[src/rtl/ifetch_pkg.sv]
// ifetch_pkg: shared definitions for the instruction-fetch stage.
//   - state_t  : fetch FSM encoding (IDLE, FETCH, HALT)
//   - HALT_OP  : opcode treated as HALT when IFETCH_HALT_EN is defined
//   - AW_DEF / DW_DEF : default address / instruction widths
package ifetch_pkg;

  localparam int AW_DEF = 8;
  localparam int DW_DEF = 8;

  localparam logic [DW_DEF-1:0] HALT_OP = 8'hFF;

  typedef enum logic [1:0] {
    IDLE  = 2'd0,
    FETCH = 2'd1,
    HALT  = 2'd2
  } state_t;

endpackage

[src/rtl/ifetch.sv]
// ifetch: instruction-fetch stage in front of a zero-latency instruction memory.
// Owns the PC, drives the memory address, and registers the returned
// instruction with its PC into an output register handed to decode over a
// valid/ready handshake. Supports start gating, stalls, redirects with flush
// and a counter of instructions accepted downstream.
//
// Optional feature: define IFETCH_HALT_EN to treat the all-ones instruction as
// HALT (fetching stops after it; only start or rst leave HALT).
//
// Ports:
//   clk, rst            clock (rising edge), asynchronous active-high reset
//   start               one-cycle pulse, IDLE -> FETCH (and HALT -> FETCH)
//   imem_ad / imem_out  memory address (= pc register) / returned instruction
//   redirect_en/_pc     branch/jump taken and its target
//   out_valid/out_ready output handshake
//   out_instr/out_pc    registered instruction and its PC
//   fetch_cnt           instructions accepted downstream (wraps)
//   busy                state == FETCH
module ifetch
  import ifetch_pkg::*;
#(
  parameter int              AW       = AW_DEF,
  parameter int              DW       = DW_DEF,
  parameter logic [AW-1:0]   RESET_PC = '0,
  parameter int              CNT_W    = 16
) (
  input  logic             clk,
  input  logic             rst,
  input  logic             start,
  output logic [AW-1:0]    imem_ad,
  input  logic [DW-1:0]    imem_out,
  input  logic             redirect_en,
  input  logic [AW-1:0]    redirect_pc,
  output logic             out_valid,
  input  logic             out_ready,
  output logic [DW-1:0]    out_instr,
  output logic [AW-1:0]    out_pc,
  output logic [CNT_W-1:0] fetch_cnt,
  output logic             busy
);

  state_t        state;
  logic [AW-1:0] pc;
  logic          advance;
  logic          handshake;

  // The output register may be refilled when it is empty or being drained.
  assign advance   = !out_valid || out_ready;
  assign handshake = out_valid && out_ready;

  assign imem_ad = pc;
  assign busy    = (state == FETCH);

  always_ff @(posedge clk or posedge rst) begin
    if (rst) begin
      state     <= IDLE;
      pc        <= RESET_PC;
      out_valid <= 1'b0;
      out_instr <= '0;
      out_pc    <= '0;
      fetch_cnt <= '0;
    end else begin
      // A handshake completes in any state, including the redirect cycle.
      if (handshake) begin
        fetch_cnt <= fetch_cnt + CNT_W'(1);
      end

      case (state)
        IDLE: begin
          // Redirect in IDLE pre-sets the entry point without starting.
          if (redirect_en) begin
            pc <= redirect_pc;
          end
          if (start) begin
            state <= FETCH;
          end
        end

        FETCH: begin
          if (redirect_en) begin
            // Flush: the instruction in the output register is dropped.
            pc        <= redirect_pc;
            out_valid <= 1'b0;
          end else if (advance) begin
            out_instr <= imem_out;
            out_pc    <= pc;
            out_valid <= 1'b1;
`ifdef IFETCH_HALT_EN
            // pc stays on the HALT address so start resumes at pc+1.
            if (imem_out == {DW{1'b1}}) begin
              state <= HALT;
            end else begin
              pc <= pc + AW'(1);
            end
`else
            pc <= pc + AW'(1);
`endif
          end
        end

`ifdef IFETCH_HALT_EN
        HALT: begin
          // The HALT instruction itself still drains to decode.
          if (handshake) begin
            out_valid <= 1'b0;
          end
          if (start) begin
            state <= FETCH;
            pc    <= pc + AW'(1);
          end
        end
`endif

        default: begin
          state <= IDLE;
        end
      endcase
    end
  end

endmodule

[config.mk]
export PLATFORM = sky130hd
export DESIGN_NAME = ifetch
export DESIGN_NICKNAME = d
export VERILOG_FILES = /design/src/rtl/ifetch_pkg.sv /design/src/rtl/ifetch.sv
export SDC_FILE = /design/constraint.sdc
export NUM_CORES = 1
export LEC_CHECK = 0
export CAP_MARGIN = 0
export CORE_MARGIN = 3
export CORE_UTILIZATION = 48
export CTS_CLUSTER_DIAMETER = 40
export DETAILED_ROUTE_END_ITERATION = 16
export HOLD_SLACK_MARGIN = 0.08
export PLACE_DENSITY_LB_ADDON = 0.08
export SETUP_SLACK_MARGIN = 0.1
export SLEW_MARGIN = 10
export SYNTH_ARGS = -nofsm -noshare
export SYNTH_HDL_FRONTEND = slang
export SYNTH_SLANG_ARGS = --single-unit
export TNS_END_PERCENT = 30
[constraint.sdc]
create_clock -name clk -period 2.35 [get_ports clk]
set_input_delay 0.5875 -clock clk [delete_from_list [all_inputs] [get_ports clk]]
set_output_delay 0.5875 -clock clk [all_outputs]
set_load 0.02 [all_outputs]
Word level (Yosys, flattened, before mapping)
Cells that the tools add are included.
{"block": "word_totals", "regBits": 43, "input_bits": 21, "out_inout_bits": 42, "wordCells": 32}
{"block": "op_classes", "addsub": 2, "eq_ne": 4, "mux": 8, "bitwise": 2, "n_reduce_logical": 10}
{"operator": "$mux W8", "count": 3}
{"operator": "$add A16 B1 Y16 const B", "count": 1}
{"operator": "$pmux W8 S2", "count": 1}
{"operator": "$add A8 B1 Y8 const B", "count": 1}
{"operator": "$reduce_and A3 Y1", "count": 2}
{"operator": "$ne A2 B2 Y1 const B", "count": 2}
{"operator": "$pmux W2 S2", "count": 1}
{"operator": "$reduce_and A2 Y1", "count": 2}
{"operator": "$reduce_bool A2 Y1", "count": 2}
{"operator": "$ne A3 B2 Y1 const B", "count": 1}
{"operator": "$eq A2 B1 Y1 const B", "count": 1}
{"operator": "$logic_not A2 Y1", "count": 1}
{"operator": "$mux W1", "count": 2}
{"operator": "$mux W2", "count": 1}
{"operator": "$not A1 Y1", "count": 2}
{"operator": "$logic_and A1 B1 Y1", "count": 1}
{"operator": "$logic_not A1 Y1", "count": 1}
{"operator": "$logic_or A1 B1 Y1", "count": 1}

Logic depth before layout (Yosys ltp)
Gate-level depths: netlist of run 1.
{"block": "depth", "depth_word": 5, "mapped_depth": 5, "ltp_nobuf": 4}

Worst setup path before layout of run 1
OpenSTA, ideal clock, no wires.
{"block": "synth_timing", "path_kind": "input-to-reg", "from": "input port out_ready", "to": "register out_instr[0]", "setup_ns": 0.125, "arrival_ns": 1.540, "required_ns": 2.225, "setup_slack_ns": 0.685, "path_stages": 5, "cell_sequence": "nand2b_2 > nand2_2 > nor2_4 > buf_4 > mux2_2"}
{"block": "synth_via", "elab_chain_len": 2}
{"element": "start: declaration", "line_no": "ifetch.sv:35", "source": "input logic out_ready,"}
{"element": "$logic_or A1 B1 Y1", "line_no": "ifetch.sv:48", "source": "assign advance = !out_valid || out_ready;"}
{"element": "$reduce_and A3 Y1 (no source line)"}
{"element": "end signal: assignment", "line_no": "ifetch.sv:85", "source": "out_instr <= imem_out;"}
{"element": "end: declaration", "line_no": "ifetch.sv:36", "source": "output logic [DW-1:0] out_instr,"}
No other way between the ends.
A chain may end at the register's enable or synchronous reset.

Worst setup path after layout of run 1
{"block": "layout_timing", "from": "register state[0]", "to": "output port busy"}
{"block": "layout_via", "elab_chain_len": 1}
{"element": "start: declaration", "line_no": "ifetch.sv:42", "source": "state_t state;"}
{"element": "start signal: assignment", "line_no": "ifetch.sv:56", "source": "state <= IDLE;"}
{"element": "start signal: assignment", "line_no": "ifetch.sv:75", "source": "state <= FETCH;"}
{"element": "start signal: assignment", "line_no": "ifetch.sv:115", "source": "state <= IDLE;"}
{"element": "$eq A2 B1 Y1", "line_no": "ifetch.sv:52", "source": "assign busy = (state == FETCH);"}
{"element": "end: declaration", "line_no": "ifetch.sv:39", "source": "output logic busy"}
No other way between the ends.

==> run_results.csv, run 1 <==
group,metric,value,unit
pwr,netSwitchingFraction,28.2,%
pwr,p_leak,1.13,nW
sta,final.setup.tns,0,ps
clock_tree,cts_tree,"yes",
clock_tree,post_cts_buffers,0,
clock_tree,cts_hold_buf,0,
sta,grt_setup_unrepaired,"false",
floorplan,start_util,52.1,%
worst_setup_path,slowest_stage,"clkdlybuf4s50_1",
floorplan,die_h,67.6,um
drt,post-route-drc-count,0,
clock_tree,root_buffer,"clkbuf_8",
clock_tree,htreeDepth,2,
drt,drt_iter0_drc,104,
logic_synthesis,synth_nets,170,
run,maxCapViolations,0,
logic_synthesis,synth_area,0.00182,mm2
drt,vias,1334,
logic_synthesis,synthArstFlopShare,100,%
pwr,power_frac_seq,41.9,%
sta,finalSetupViolCount,0,
grt,groute.usage.overall,18.2,%
sta,hold_viol,0,
pwr,ir_drop,0.666,mV
worst_setup_path,crit_path_cell_trace,"clkdlybuf4s50_1",
drt,vias_per_cell,5.11,
sta,worstMarginPinSlew,517,ps
floorplan,fp.coreArea,0.00349,mm2
logic_synthesis,ys_warn_count,0,
drt,wl_per_cell,14.5,um
worst_setup_path,worst_setup_path_end_kind,"primary output",
sta,final.setup.worst_slack,246,ps
drt,wirelength,3770,um
worst_setup_path,worstSetupPathType,"register to primary output",
status,status,"complete, no violations",
pwr,p_switching,0.635,mW
worst_setup_path,rrSetupSlack,840,ps
drt,drtAntennaViolNets,0,
sta,hold_ws,473,ps
sta,max_freq,475,MHz
clock_tree,clk_latency,300,ps
pwr,intPower,1.62,mW
worst_setup_path,crit_required,1760,ps
sta,period_needed,2100,ps
min_path,min_path_type,"register to register",
sta,slew_violations,0,
clock_tree,ctsResizeCount,0,
logic_synthesis,yosysUniqueCellTypes,28,
clock_tree,clkTransAtPathRegs,80,ps
sta,skew,8.18,ps
grt,grt_max_degree,43,
logic_synthesis,ys_ff_latch,42,
placement,hpwl,2690,um
finish,fin_nets,237,
clock_tree,clock-sinks,42,
finish,synthToLayoutAreaGrowth,45.6,%
pwr,comb_power_share,27.2,%
pwr,p_per_area,850,mW/mm2
pwr,clock_power_share,30.9,%
clock_tree,cts_made_buffers,5,
worst_setup_path,cpLargestDelayFamily,"buffers and inverters",
placement,portBuffers,62,
drt,first_pass_iters,4,
logic_synthesis,synth-seq-area-share,57.7,%
sta,slew-limit-headroom,65.5,%
worst_setup_path,cpPeakStageDelay,670,ps
placement,pre_cts_ws,126,ps
logic_synthesis,synth_edf_count,0,
finish,drive_above_1_share,14.4,%
grt,antenna_found_initial,0,
worst_setup_path,startpoint_type,"register",
worst_setup_path,cp.arrival,1520,ps
grt,first_global_vias,1290,
logic_synthesis,ys.flop_type,"dfrtp_1",
grt,overflow,0,
floorplan,die_x,67.6,um
clock_tree,cts_buffer_depth,2,
grt,grt_pass1_wl,6040,um
sta,period_share,89.5,%
logic_synthesis,avgSynthCellArea,12.4,um2
placement,place_congestion,0.802,
worst_setup_path,crit_buf_inv,1,
floorplan,dieArea,0.00457,mm2
finish,antennaDiodeCount,0,
worst_setup_path,path_max_fanout,11,
logic_synthesis,synth_cells,147,
floorplan,design.portCount,63,
floorplan,std_cell_rows,21,
## layout make-up
class	count	area, um2
well taps	46	57.6
fillers	234	843
clock inverters	2	60.1
multi-input cells	98	737
repair buffers	65	656
clock buffers	6	82.6
inverters	2	7.51
flip-flops and latches	42	1050
## cell usage in the layout, fill, tap and decap left out, drive strengths merged
cell type | Yosys | routed
clkdlybuf4s50 | 0 | 62
dfrtp | 42 | 42
mux2 | 17 | 17
nand2 | 15 | 15
xnor2 | 13 | 13
xor2 | 8 | 8
and3 | 7 | 7
nand3 | 7 | 7
nand4 | 6 | 6
o21ai | 6 | 6
clkbuf | 2 | 6
and4 | 3 | 3
and2 | 3 | 3
buf | 3 | 3
o31a | 2 | 2
ha | 2 | 2
bufinv | 0 | 2
nand2b | 2 | 2
nor4 | 1 | 1
nor2 | 1 | 1
clkinv | 0 | 1
or2 | 1 | 1
inv | 2 | 1
mux2i | 1 | 1
a21oi | 1 | 1
nor3b | 1 | 1
o31ai | 1 | 1
## metal layers
metal / GRT usage [%] / up-vias / part of all wire (%)
li1: - / 643 / -
met1: 24.2 / 640 / 47
met2: 26.7 / 46 / 45
met3: 6.49 / 5 / 6.8
met4: 7.59 / 0 / 1.7
met5: 0 / - / 0
## worst paths after layout
check | startpoint | to | cells after the start
setup / recovery | state[0] | busy | 1
hold / removal | fetch_cnt[15] | fetch_cnt[15] | 1
setup reg to reg | out_valid | fetch_cnt[11] | 4
hold reg to reg | fetch_cnt[15] | fetch_cnt[15] | 1
max in group asynchronous | rst | out_pc[6] | 3
min in group asynchronous | rst | fetch_cnt[0] | 3
## sequential cells by signal, summed over array words and instances, names as in the netlist
signal / cells
state: 1
imem_ad: 8
fetch_cnt: 16
out_instr: 8
out_pc: 8
out_valid: 1
## synth_stat cells, types with 2 or more instances
cell type | number | area, um2
xnor2_1 | 13 | 114
nand4_1 | 6 | 37.5
ha_1 | 2 | 25.0
and2_1 | 3 | 18.8
and4_1 | 3 | 26.3
nand2_1 | 14 | 52.6
buf_2 | 2 | 10.0
o21ai_0 | 6 | 30.0
inv_1 | 2 | 7.51
nand3_1 | 7 | 35.0
mux2_2 | 16 | 180
and3_1 | 7 | 43.8
dfrtp_1 | 42 | 1050
xor2_1 | 8 | 70.1
clkbuf_1 | 2 | 7.51
o31a_1 | 2 | 17.5
## power by group through the flow
| stage | combinational (mW) | clock [mW] | sequential [mW] |
|---|---|---|---|
| final | 0.614 | 0.696 | 0.945 |
| after detailed placement | 0.618 | 0 | 0.960 |
| after global placement | 0.607 | 0 | 0.951 |
| after floorplan | 0.174 | 0 | 1.08 |
| after CTS | 0.623 | 0.706 | 0.947 |
| after global routing | 0.657 | 0.742 | 0.964 |
## worst reg2reg max path: stages, from the launching register on
cell and delay (ps):
dfrtp_1 470, and4_1 260, and4_1 360, and3_1 210, xor2_1 140
## cells by family (layout without fill, tap and decap cells)
group	Yosys count	after routing	synth area share (%)
AO/OA/AOI/OAI	10	10	3.30
XOR/XNOR	21	21	10.1
adder cells (fa/ha/maj)	2	2	1.37
buffers and inverters	7	75	1.79
flip-flops	42	42	57.7
multiplexers	18	18	11.1
AND/OR/NAND/NOR	47	47	14.6
## stage by stage
step	cell area (um2)	util, %	cells	power (mW)
6_report	2650	75.9	261	2.25
5_1_grt	2650	75.9	261	2.36
4_1_cts	2650	75.9	261	2.28
3_5_place_dp	2510	71.8	253	1.58
3_3_place_gp	2510	71.8	253	1.56
2_1_floorplan	1820	-	147	1.25
Note: power is estimated with default switching activity, not from simulation.
==> run 2: changes to the inputs <==
Settings changed: CTS_BUF_LIST from default to sky130_fd_sc_hd__clkbuf_16.
==> run 2 against run 1 <==
Sequential share of layout area down 0.68 points. Total power increased by 7.4%. Setup slack better by 27 ps. Register-to-register slack is essentially flat. Hold slack got worse by 3.2 ps. Count of clock-buffer cells in the layout is 1 lower. Sequential power barely moved. Combinational power hardly changed. Die area is the same. Critical path type unchanged. Largest power group unchanged.
==> run_results.csv, run 2 (synthesis gave the netlist of run 1 again) <==
group,metric,value,unit
status,status,"complete, no violations",
drt,wirelength,3850,um
worst_setup_path,crit_path_cell_trace,"clkdlybuf4s50_1",
clock_tree,cts_buffer_depth,2,
run,maxCapViolations,0,
clock_tree,clk_latency,280,ps
pwr,p_leak,1.15,nW
clock_tree,ctsResizeCount,0,
worst_setup_path,cpLargestDelayFamily,"buffers and inverters",
floorplan,std_cell_rows,21,
worst_setup_path,rr_startpoint,"out_valid",
grt,antenna_found_initial,0,
sta,worstMarginPinSlew,513,ps
pwr,p_per_area,898,mW/mm2
finish,synthToLayoutAreaGrowth,48.2,%
pwr,power.total,2.42,mW
worst_setup_path,cpPeakStageDelay,670,ps
drt,drt_iter0_drc,110,
sta,grt_setup_unrepaired,"false",
floorplan,die_h,67.6,um
finish,layout_commonest_cell,"clkdlybuf4s50_1",
worst_setup_path,worstSetupPathType,"register to primary output",
min_path,worstHoldEndpoint,"fetch_cnt[15]",
floorplan,dieArea,0.00457,mm2
drt,first_pass_iters,4,
sta,final.setup.tns,0,ps
min_path,min_path_type,"register to register",
grt,grt_pass1_wl,6180,um
sta,slew-limit-headroom,65.8,%
finish,drive_above_1_share,14.0,%
clock_tree,post_cts_buffers,0,
floorplan,design.portCount,63,
floorplan,start_util,52.1,%
grt,overflow,0,
worst_setup_path,path_max_fanout,11,
placement,place_congestion,0.802,
worst_setup_path,rrSetupSlack,850,ps
worst_setup_path,rr_worst_depth,5,
drt,drtAntennaViolNets,0,
worst_setup_path,slowest_stage,"clkdlybuf4s50_1",
worst_setup_path,crit_required,1760,ps
placement,hpwl,2690,um
sta,finalSetupViolCount,0,
placement,portBuffers,62,
drt,post-route-drc-count,0,
finish,final_cells,261,
min_path,min_path_cells,1,
floorplan,fp.coreArea,0.00349,mm2
worst_setup_path,crit_buf_inv,1,
drt,vias,1357,
worst_setup_path,startpoint_type,"register",
clock_tree,clkTransAtPathRegs,60,ps
drt,vias_per_cell,5.20,
pwr,ir_drop,0.721,mV
sta,hold_viol,0,
clock_tree,htreeDepth,2,
clock_tree,clock-sinks,42,
min_path,hold_start,"fetch_cnt[15]",
sta,max_freq,481,MHz
floorplan,die_x,67.6,um
grt,grt_max_degree,43,
sta,period_needed,2080,ps
placement,dp.cells,253,
clock_tree,cts_tree,"yes",
drt,wl_per_cell,14.7,um
clock_tree,root_buffer,"clkbuf_16",
finish,antennaDiodeCount,0,
sta,period_share,88.4,%
clock_tree,cts_hold_buf,0,
finish,fin_nets,237,
grt,groute.usage.overall,18.7,%
worst_setup_path,r2r-end,"out_instr[6]",
grt,first_global_vias,1324,
finish,top_register,"fetch_cnt",
sta,slew_violations,0,
worst_setup_path,worst_setup_path_end_kind,"primary output",
sta,hold_ws,470,ps
finish,n_fill_cell,225,
clock_tree,cts_made_buffers,5,
worst_setup_path,cp.arrival,1490,ps
sta,skew,3.96,ps
finish,largest_reg_flops,16,
finish,mostFrequentLayoutCells,"clkdlybuf4s50_1, dfrtp_1, mux2_2",
[run 2: changes by cell type in the layout (fill, tap and decap cells not counted)]
cell       delta
clkinv_1      +1
clkbuf_16     +5
clkbuf_8      -6
[run 2: stage by stage]
| step | util, % | worst slack (ps) | instance area (um2) |
|---|---|---|---|
| global route | 77.2 | 202 | 2700 |
| detailed placement | 71.8 | 126 | 2510 |
| global placement | 71.8 | 179 | 2510 |
| CTS | 77.2 | 270 | 2700 |
| finish | 77.2 | 273 | 2700 |
| floorplan | - | 685 | 1820 |
[run 2: final cells by class]
type | instances | area (um2) | share of cell area, %
clock buffers | 5 | 125 | 4.64
clock inverters | 3 | 63.8 | 2.37
inverters | 2 | 7.51 | 0.278
multi-input cells | 98 | 737 | 27.3
flip-flops and latches | 42 | 1050 | 39.0
well taps | 46 | 57.6 | 2.13
repair buffers | 65 | 656 | 24.3
[run 2: worst max-delay path by stage]
| stage | start | to | slack [ps] | cells past startpoint |
|---|---|---|---|---|
| 6_report | state[0] | busy | 270 | 1 |
| 2_1_floorplan | out_ready | out_instr[0] | 690 | 5 |
| 5_1_grt | state[0] | busy | 200 | 1 |
| 4_1_cts | state[0] | busy | 270 | 1 |
| 3_5_place_dp | out_ready | out_instr[6] | 130 | 6 |
| 3_3_place_gp | out_ready | out_pc[3] | 180 | 6 |
[run 2: power breakdown]
group | total (mW) | switching [mW] | internal [mW]
combinational | 0.615 | 0.282 | 0.332
clock | 0.861 | 0.257 | 0.604
sequential | 0.947 | 0.110 | 0.837
[run 2: per-layer routing]
layer / part of all wire (%) / global-route usage, % / up-vias
met5: 0 / 0 / -
met4: 1.1 / 7.59 / 0
met3: 6.9 / 6.99 / 5
met2: 48 / 28.7 / 51
met1: 44 / 23.6 / 650
li1: - / - / 651
